`config.mk`:
```
export PLATFORM = sky130hd
export DESIGN_NAME = condicionador_entradas
export DESIGN_NICKNAME = d
export VERILOG_FILES = /design/src/rtl/condicionador_entradas.sv
export SDC_FILE = /design/constraint.sdc
export NUM_CORES = 1
export LEC_CHECK = 0
export ABC_AREA = 1
export CAP_MARGIN = 20
export CORE_UTILIZATION = 52
export CTS_CLUSTER_SIZE = 12
export DETAILED_ROUTE_END_ITERATION = 8
export PLACE_DENSITY = 0.73
export RECOVER_POWER = 100
export SYNTH_ARGS = -nofsm -noshare
export SYNTH_HDL_FRONTEND = slang
export SYNTH_SLANG_ARGS = --single-unit
```
`constraint.sdc`:
```
create_clock -name clock -period 15.1 [get_ports clock]
set_input_delay 3.02 -clock clock [delete_from_list [all_inputs] [get_ports clock]]
set_output_delay 3.02 -clock clock [all_outputs]
set_load 0.05 [all_outputs]
```
`src/rtl/condicionador_entradas.sv`:
```
// Input conditioner: 2-flop synchronisers, debounce FSMs for the active-low buttons
// and stability filters for the slide switches, with single-cycle change pulses.
module condicionador_entradas #(
  parameter int DEBOUNCE_MAX = 50000,
  parameter int CNT_W        = 16
) (
  input  logic       clock,
  input  logic       reset,
  input  logic [3:0] btn_n,
  input  logic [7:0] ch,
  output logic [3:0] btn_level,
  output logic [3:0] btn_pulse,
  output logic [7:0] ch_stable,
  output logic       ch_changed
);

  typedef enum logic [1:0] {
    SOLTO          = 2'd0,
    CONFIRMA_PRESS = 2'd1,
    PRESSIONADO    = 2'd2,
    CONFIRMA_SOLTA = 2'd3
  } btn_state_t;

  localparam logic [CNT_W-1:0] CNT_LAST = CNT_W'(DEBOUNCE_MAX - 1);

  // Buttons are inverted ahead of the synchroniser so p is 1 while pressed.
  logic [3:0] p_meta;
  logic [3:0] p;
  logic [7:0] s_meta;
  logic [7:0] s;

  always_ff @(posedge clock or posedge reset) begin
    if (reset) begin
      p_meta <= '0;
      p      <= '0;
      s_meta <= '0;
      s      <= '0;
    end else begin
      p_meta <= ~btn_n;
      p      <= p_meta;
      s_meta <= ch;
      s      <= s_meta;
    end
  end

  // Per-button FSM state is kept in one packed array so it can be probed directly.
  btn_state_t [3:0]            btn_state;
  btn_state_t [3:0]            btn_state_next;
  logic       [3:0][CNT_W-1:0] btn_cnt;
  logic       [3:0][CNT_W-1:0] btn_cnt_next;
  logic       [3:0]            press_hit;
  logic       [3:0]            level_next;

  always_comb begin
    btn_state_next = btn_state;
    btn_cnt_next   = btn_cnt;
    press_hit      = '0;
    level_next     = '0;
    for (int i = 0; i < 4; i++) begin
      case (btn_state[i])
        SOLTO: begin
          if (p[i]) begin
            btn_state_next[i] = CONFIRMA_PRESS;
            btn_cnt_next[i]   = '0;
          end
        end
        CONFIRMA_PRESS: begin
          if (!p[i]) begin
            btn_state_next[i] = SOLTO;
          end else if (btn_cnt[i] == CNT_LAST) begin
            btn_state_next[i] = PRESSIONADO;
            press_hit[i]      = 1'b1;
          end else begin
            btn_cnt_next[i] = btn_cnt[i] + 1'b1;
          end
        end
        PRESSIONADO: begin
          if (!p[i]) begin
            btn_state_next[i] = CONFIRMA_SOLTA;
            btn_cnt_next[i]   = '0;
          end
        end
        CONFIRMA_SOLTA: begin
          if (p[i]) begin
            btn_state_next[i] = PRESSIONADO;
          end else if (btn_cnt[i] == CNT_LAST) begin
            btn_state_next[i] = SOLTO;
          end else begin
            btn_cnt_next[i] = btn_cnt[i] + 1'b1;
          end
        end
        default: begin
          btn_state_next[i] = SOLTO;
          btn_cnt_next[i]   = '0;
        end
      endcase
      level_next[i] = (btn_state_next[i] == PRESSIONADO) ||
                      (btn_state_next[i] == CONFIRMA_SOLTA);
    end
  end

  always_ff @(posedge clock or posedge reset) begin
    if (reset) begin
      btn_state <= {4{SOLTO}};
      btn_cnt   <= '0;
      btn_level <= '0;
      btn_pulse <= '0;
    end else begin
      btn_state <= btn_state_next;
      btn_cnt   <= btn_cnt_next;
      btn_level <= level_next;
      btn_pulse <= press_hit;
    end
  end

  // Switch filters: count while the synchronised value disagrees with the accepted one.
  logic [7:0][CNT_W-1:0] sw_cnt;
  logic [7:0][CNT_W-1:0] sw_cnt_next;
  logic [7:0]            sw_upd;
  logic [7:0]            sw_upd_q;
  logic [7:0]            stable_next;

  always_comb begin
    sw_cnt_next = sw_cnt;
    sw_upd      = '0;
    stable_next = ch_stable;
    for (int j = 0; j < 8; j++) begin
      if (s[j] == ch_stable[j]) begin
        sw_cnt_next[j] = '0;
      end else if (sw_cnt[j] == CNT_LAST) begin
        sw_upd[j]      = 1'b1;
        stable_next[j] = s[j];
        sw_cnt_next[j] = '0;
      end else begin
        sw_cnt_next[j] = sw_cnt[j] + 1'b1;
      end
    end
  end

  // ch_changed lands one cycle after ch_stable and merges coincident bit updates.
  always_ff @(posedge clock or posedge reset) begin
    if (reset) begin
      sw_cnt     <= '0;
      ch_stable  <= '0;
      sw_upd_q   <= '0;
      ch_changed <= 1'b0;
    end else begin
      sw_cnt     <= sw_cnt_next;
      ch_stable  <= stable_next;
      sw_upd_q   <= sw_upd;
      ch_changed <= |sw_upd_q;
    end
  end

endmodule

```
==> impl_metrics.py, run 1 <==
metrics = {
    "run_status": {
        "status": "finished with violations",
        "violations": "max-capacitance violations, max-slew violations",
    },
    "global_route": {
        "grt_max_degree": 108,
        "met1_usage": 0.2697,
        "grt_pass1_vias": 9558,
        "grt_use_total": 0.2032,
        "met2_usage": 0.3490,
        "antenna_found_initial": 0,
        "globalRoute.busiestLayer": "met2",
        "grt_use_met3": 0.03157,
        "grt_overflow_total": 0,
        "grt_pass1_wl_um": 42270,
    },
    "power_and_ir_drop": {
        "p_sw_frac": 0.2210,
        "clkPwrFrac": 0.468,
        "p_seq_frac": 0.497,
        "p_leak_nw": 6.438,
        "power_frac_comb": 0.035,
        "p_switching_uw": 307.0,
        "power.density_nw_per_um2": 98.87,
        "p_int_mw": 1.082,
        "ir_drop_uv": 83.47,
        "power_mw": 1.389,
    },
    "placed_design": {
        "hpwl_um": 16650,
        "preCtsSetupSlack_ns": 9.989,
        "place_area_sq_um": 13300,
        "placed_cells": 1966,
        "place_congestion": 0.8945,
        "portBuffers": 30,
    },
    "cts": {
        "cts_resized": 0,
        "cts.clk_slew.worst_paths_ns": 0.06,
        "cts_sinks": 248,
        "cts_tree": "built",
        "cts_max_level": 1,
        "cts-hold-fix-buffers": 0,
        "post_cts_buffers": 0,
        "cts_buffer_depth": 3,
        "worstSkewPairLatency_ns": 0.54,
        "cts_root_buffer": "clkbuf_16",
        "numCtsBuffers": 28,
    },
    "timing": {
        "rsz0062_at_grt": "false",
        "tightest_slew_ns": 4.724,
        "final-setup-viol-count": 0,
        "hold_viol": 0,
        "setup_slack_ns": 8.321,
        "fin_crit_ns": 6.779,
        "slew_headroom": -2.167,
        "post-route-period-util": 0.4489,
        "fmax_ghz": 0.1475,
        "fin_setup_tns_ns": 0,
        "fin_skew_ns": 0.009617,
        "final_max_slew_viol_count": 108,
    },
    "floorplanning": {
        "die_area_sq_um": 25170,
        "dieWidth_um": 158.6,
        "core_sq_um": 23750,
        "rows": 56,
        "start_util": 0.5372,
        "die_y_um": 158.6,
        "pin_count": 31,
    },
    "logic_synthesis": {
        "ys.warnings.count": 0,
        "synth_seq_cells": 248,
        "synth_area_sq_um": 12760,
        "synth_top_family_by_area": "simple AND/OR/NAND/NOR gates",
        "synth.area.top_cells": "dfrtp_1, nand2_1, nor2_1, nand3_1, inv_1",
        "synthAdderAreaFrac": 0.01177,
        "synth_flop_cell": "dfrtp_1",
        "synth.most_common_cell": "nand2_1",
        "synth-async-reset-ratio": 1.000,
        "postSynthAreaPerCell_sq_um": 7.795,
        "synth_cell_type_count": 39,
        "ys_top_cells_by_count": "nand2_1, nor2_1, dfrtp_1",
        "synth_enable_flop_cells": 0,
        "syn-instance-count": 1637,
        "synth.area.mux_share": 0,
        "synth_fp_nets": 1663,
        "synth-seq-area-share": 0.4864,
        "synth_top_area_cell": "dfrtp_1",
        "synth_top_area_frac": 0.4864,
        "synthSimpleGateAreaFrac": 0.3283,
        "synth_compound_area_frac": 0.05266,
        "yosys.area_share.xor_xnor": 0.04726,
    },
    "setup_path": {
        "path_max_fanout": 107,
        "r2r-end": "btn_cnt[7]$_DFFE_PP0P_",
        "crit_path_start": "reset",
        "setup.worst_path.class": "in -> async",
        "reg2reg_from": "btn_cnt[0]$_DFFE_PP0P_",
        "critPathArrivalTime_ns": 7.32,
        "crit_path_end": "sw_cnt[31]$_DFF_PP0_",
        "worstSetupStartpointType": "input pin",
        "worst_r2r_path_depth": 8,
        "required_ns": 15.64,
        "endpoint_kind": "async pin",
        "reg2reg_setup_slack_ns": 12.03,
    },
    "hold_path": {
        "hold_class": "reg -> reg",
    },
    "layout": {
        "nNetsFinal": 1703,
        "diodes": 0,
        "syn_to_final_growth_pct": 10.09,
        "final_area_sq_um": 14050,
        "final_cells": 2012,
        "drive_gt1_frac": 0.03367,
    },
    "route": {
        "drc": 0,
        "vias": 10250,
        "drtIter0Drc": 630,
        "viasPerCell": 5.095,
        "detail_route.wl_per_cell_um": 12.10,
        "wl_um": 24340,
        "first_pass_iters": 5,
        "ant_nets": 0,
    },
    "job": {
        "cap_violations": 1,
    },
}
[per-layer routing]
metal / share of wire / vias up / wire [um]
met5: 0 / - / 0
met4: 0.018 / 0 / 438
met3: 0.038 / 29 / 933
met2: 0.46 / 155 / 11290
met1: 0.48 / 4771 / 11680
li1: - / 5297 / -
[how the worst min path moves through the flow]
stage	from	end	slack [ns]	depth (start not counted)
2_1_floorplan	p_meta[0]$_DFF_PP0_	p[0]$_DFF_PP0_	0.33	0
3_3_place_gp	s_meta[2]$_DFF_PP0_	s[2]$_DFF_PP0_	0.33	0
3_5_place_dp	p_meta[0]$_DFF_PP0_	p[0]$_DFF_PP0_	0.34	0
4_1_cts	p_meta[2]$_DFF_PP0_	p[2]$_DFF_PP0_	0.35	0
5_1_grt	p_meta[0]$_DFF_PP0_	p[0]$_DFF_PP0_	0.35	0
6_report	s_meta[5]$_DFF_PP0_	s[5]$_DFF_PP0_	0.35	0
[cells by family (layout without fill, tap and decap cells)]
family                   count (synthesis)  count (layout)
XOR/XNOR                                68              68
buffers and inverters                  223             279
AO/OA/AOI/OAI                          119             119
adder cells (fa/ha/maj)                 12              12
AND/OR/NAND/NOR                        967             967
flip-flops                             248             248
[flip-flops by register name, indices dropped and copies added, names as in the netlist]
| signal | flops |
|---|---|
| sw_cnt | 128 |
| btn_cnt | 64 |
| btn_state | 8 |
| ch_stable | 8 |
| s | 8 |
| s_meta | 8 |
| sw_upd_q | 8 |
| btn_pulse | 4 |
| p | 4 |
| p_meta | 4 |
| btn_level | 3 |
| ch_changed | 1 |
[placed cells by master, fill, tap and decap left out, drive strengths merged]
cell type    Yosys  layout
nor4             2       2
or2              3       3
a31oi            3       3
clkbuf           2      37
o21ai           79      79
o21bai          10      10
dfrtp          248     248
a21oi           26      26
nand4           47      47
nand3b           7       7
ha              12      12
nand2          394     394
inv            199     198
xnor2           16      16
nor2           295     295
clkinvlp         0       2
dlygate4sd3      0      30
bufinv           0       2
nor3b           12      12
clkinv           2       8
nand3          151     151
and3             6       6
xor2            52      52
buf             20       2
o211ai           1       1
nor3            50      50
[through the flow]
| stage | hold WS (ns) | util |
|---|---|---|
| floorplan | 0.3312 | - |
| global placement | 0.3318 | 0.5600 |
| detailed placement | 0.3386 | 0.5600 |
| CTS | 0.3508 | 0.5967 |
| global route | 0.3524 | 0.5914 |
| finish | 0.3463 | 0.5914 |
[area by class of cell]
class / count / area [sq um]
clock buffers: 37 / 775.7
repair buffers: 32 / 315.3
inverters: 201 / 757.0
flip-flops and latches: 248 / 6206
well taps: 319 / 399.1
clock inverters: 9 / 95.09
fillers: 2142 / 9706
multi-input cells: 1166 / 5499
[power by group through the flow]
stage | registers, mW | logic, mW | clock network [mW]
4_1_cts | 0.690 | 0.0535 | 0.666
2_1_floorplan | 0.697 | 0.0438 | 0
6_report | 0.690 | 0.0489 | 0.650
5_1_grt | 0.692 | 0.0582 | 0.690
3_3_place_gp | 0.701 | 0.0516 | 0
3_5_place_dp | 0.702 | 0.0532 | 0
[critical path, stage by stage]
cell,delay [ns]
dlygate4sd3_1,0.54
clkinvlp_2,2.62
buf_4,1.03
Power figures use the tool's default switching activity.
==> run 2: changes to the inputs <==
--- a/config.mk
+++ b/config.mk
@@ -10,7 +10,7 @@
 export CORE_UTILIZATION = 52
 export CTS_CLUSTER_SIZE = 12
 export DETAILED_ROUTE_END_ITERATION = 8
-export PLACE_DENSITY = 0.73
+export PLACE_DENSITY = 0.75
 export RECOVER_POWER = 100
 export SYNTH_ARGS = -nofsm -noshare
 export SYNTH_HDL_FRONTEND = slang
==> constraint.sdc (replaced) <==
create_clock -name clock -period 5.7 [get_ports clock]
set_input_delay 1.14 -clock clock [delete_from_list [all_inputs] [get_ports clock]]
set_output_delay 1.14 -clock clock [all_outputs]
set_load 0.05 [all_outputs]
==> impl_metrics.py, run 2 (synthesis gave the netlist of run 1 again) <==
metrics = {
    "route": {
        "drtIter0Drc": 491,
        "detail_route.wl_per_cell_um": 11.88,
        "wl_um": 23970,
        "vias": 10250,
        "drc": 0,
        "ant_nets": 0,
        "first_pass_iters": 5,
        "viasPerCell": 5.080,
    },
    "timing": {
        "tightest_slew_ns": 2.770,
        "post-route-period-util": 0.6433,
        "final-setup-viol-count": 0,
        "fin_crit_ns": 3.667,
        "slew_headroom": -0.8464,
        "fin_skew_ns": 0.008672,
        "rsz0062_at_grt": "false",
        "final_max_slew_viol_count": 114,
        "fmax_ghz": 0.2727,
        "fin_setup_tns_ns": 0,
        "hold_viol": 0,
    },
    "setup_path": {
        "path_max_fanout": 135,
        "endpoint_kind": "async pin",
        "worstSetupStartpointType": "input pin",
        "crit_path_start": "reset",
        "r2r-end": "btn_cnt[12]$_DFFE_PP0P_",
        "critPathArrivalTime_ns": 4.25,
        "required_ns": 6.29,
        "worst_r2r_path_depth": 8,
        "reg2reg_setup_slack_ns": 2.71,
        "reg2reg_from": "btn_cnt[0]$_DFFE_PP0P_",
        "setup.worst_path.class": "in -> async",
        "crit_path_end": "p_meta[0]$_DFF_PP0_",
    },
    "placed_design": {
        "place_congestion": 0.8826,
        "portBuffers": 30,
        "hpwl_um": 16500,
    },
    "layout": {
        "top_register": "sw_cnt",
        "nNetsFinal": 1703,
        "fillers": 2092,
        "syn_to_final_growth_pct": 11.35,
        "drive_gt1_frac": 0.03826,
        "diodes": 0,
        "largest_reg_flops": 128,
        "reg.largest.list": "sw_cnt (128), btn_cnt (64)",
        "final_common_cell": "nand2_1",
        "final_cell_mix": "nand2_1, nor2_1, dfrtp_1",
    },
    "cts": {
        "cts_root_buffer": "clkbuf_16",
        "cts_sinks": 248,
        "cts_resized": 0,
        "cts.clk_slew.worst_paths_ns": 0.06,
        "post_cts_buffers": 0,
        "cts_buffer_depth": 3,
        "cts_max_level": 1,
        "numCtsBuffers": 28,
        "cts-hold-fix-buffers": 0,
        "cts_tree": "built",
        "worstSkewPairLatency_ns": 0.54,
    },
    "global_route": {
        "grt_overflow_total": 0,
        "grt_pass1_wl_um": 42660,
        "grt_use_total": 0.2031,
        "antenna_found_initial": 0,
        "grt_max_degree": 136,
        "grt_pass1_vias": 9835,
    },
    "run_status": {
        "violations": "max-capacitance violations, max-slew violations",
        "status": "finished with violations",
    },
    "floorplanning": {
        "pin_count": 31,
        "core_sq_um": 23750,
        "die_area_sq_um": 25170,
        "dieWidth_um": 158.6,
        "die_y_um": 158.6,
        "start_util": 0.5372,
        "rows": 56,
    },
    "job": {
        "cap_violations": 1,
    },
    "power_and_ir_drop": {
        "power.density_nw_per_um2": 273.6,
        "ir_drop_uv": 253.2,
        "p_leak_nw": 6.509,
        "power_mw": 3.887,
    },
    "hold_path": {
        "hold_class": "reg -> reg",
    },
}
-- run 2: cell types whose count changed in the layout (fill, tap and decap cells not counted), moves of 2 or more --
cell and change:
buf_4 -2, clkinv_2 -3, clkbuf_8 +7, bufinv_16 +2
-- run 2: metrics by stage --
| step | utilization | cell area, sq um | cells | setup WS (ns) | hold WS [ns] |
|---|---|---|---|---|---|
| 2_1_floorplan | - | 12760 | 1637 | 1.300 | 0.3312 |
| 3_3_place_gp | 0.5609 | 13320 | 1966 | 2.812 | 0.3321 |
| 3_5_place_dp | 0.5609 | 13320 | 1966 | 2.820 | 0.3371 |
| 4_1_cts | 0.6035 | 14340 | 2018 | 2.775 | 0.3510 |
| 5_1_grt | 0.5982 | 14210 | 2018 | 1.399 | 0.3543 |
| 6_report | 0.5982 | 14210 | 2018 | 2.033 | 0.3463 |
-- run 2: where the power goes --
part	switching, mW	total, mW	leakage, nW	internal, mW
Sequential	0.0319	1.83	3.37	1.80
Combinational	0.0923	0.131	2.64	0.0385
Clock	0.706	1.93	0.501	1.22
Total	0.831	3.89	6.51	3.06
-- run 2: final cells by class --
type	instances	area, sq um	area share
well taps	319	399.1	0.02809
multi-input cells	1166	5507	0.3875
flip-flops and latches	248	6206	0.4368
repair buffers	32	325.3	0.02290
clock buffers	44	872.1	0.06138
clock inverters	8	140.1	0.009863
inverters	201	759.5	0.05345
-- run 2: critical path, stage by stage --
cell,delay [ns]
clkdlybuf4s50_1,0.45
clkinvlp_4,0.08
clkbuf_2,1.90
buf_12,0.56
-- run 2: how the worst min path moves through the flow --
stage / end / cells after the start / from / slack [ns]
2_1_floorplan: p[0]$_DFF_PP0_ / 0 / p_meta[0]$_DFF_PP0_ / 0.33
3_3_place_gp: s[5]$_DFF_PP0_ / 0 / s_meta[5]$_DFF_PP0_ / 0.33
3_5_place_dp: p[3]$_DFF_PP0_ / 0 / p_meta[3]$_DFF_PP0_ / 0.34
4_1_cts: s[4]$_DFF_PP0_ / 0 / s_meta[4]$_DFF_PP0_ / 0.35
5_1_grt: s[2]$_DFF_PP0_ / 0 / s_meta[2]$_DFF_PP0_ / 0.35
6_report: p[3]$_DFF_PP0_ / 0 / p_meta[3]$_DFF_PP0_ / 0.35
-- run 2: per-layer routing --
| metal | up-vias | share of wire | global-route usage |
|---|---|---|---|
| li1 | 5291 | - | - |
| met1 | 4762 | 0.47 | 0.2662 |
| met5 | - | 0 | 0 |
| met3 | 53 | 0.034 | 0.02749 |
| met4 | 0 | 0.027 | 0.06456 |
| met2 | 145 | 0.47 | 0.3482 |
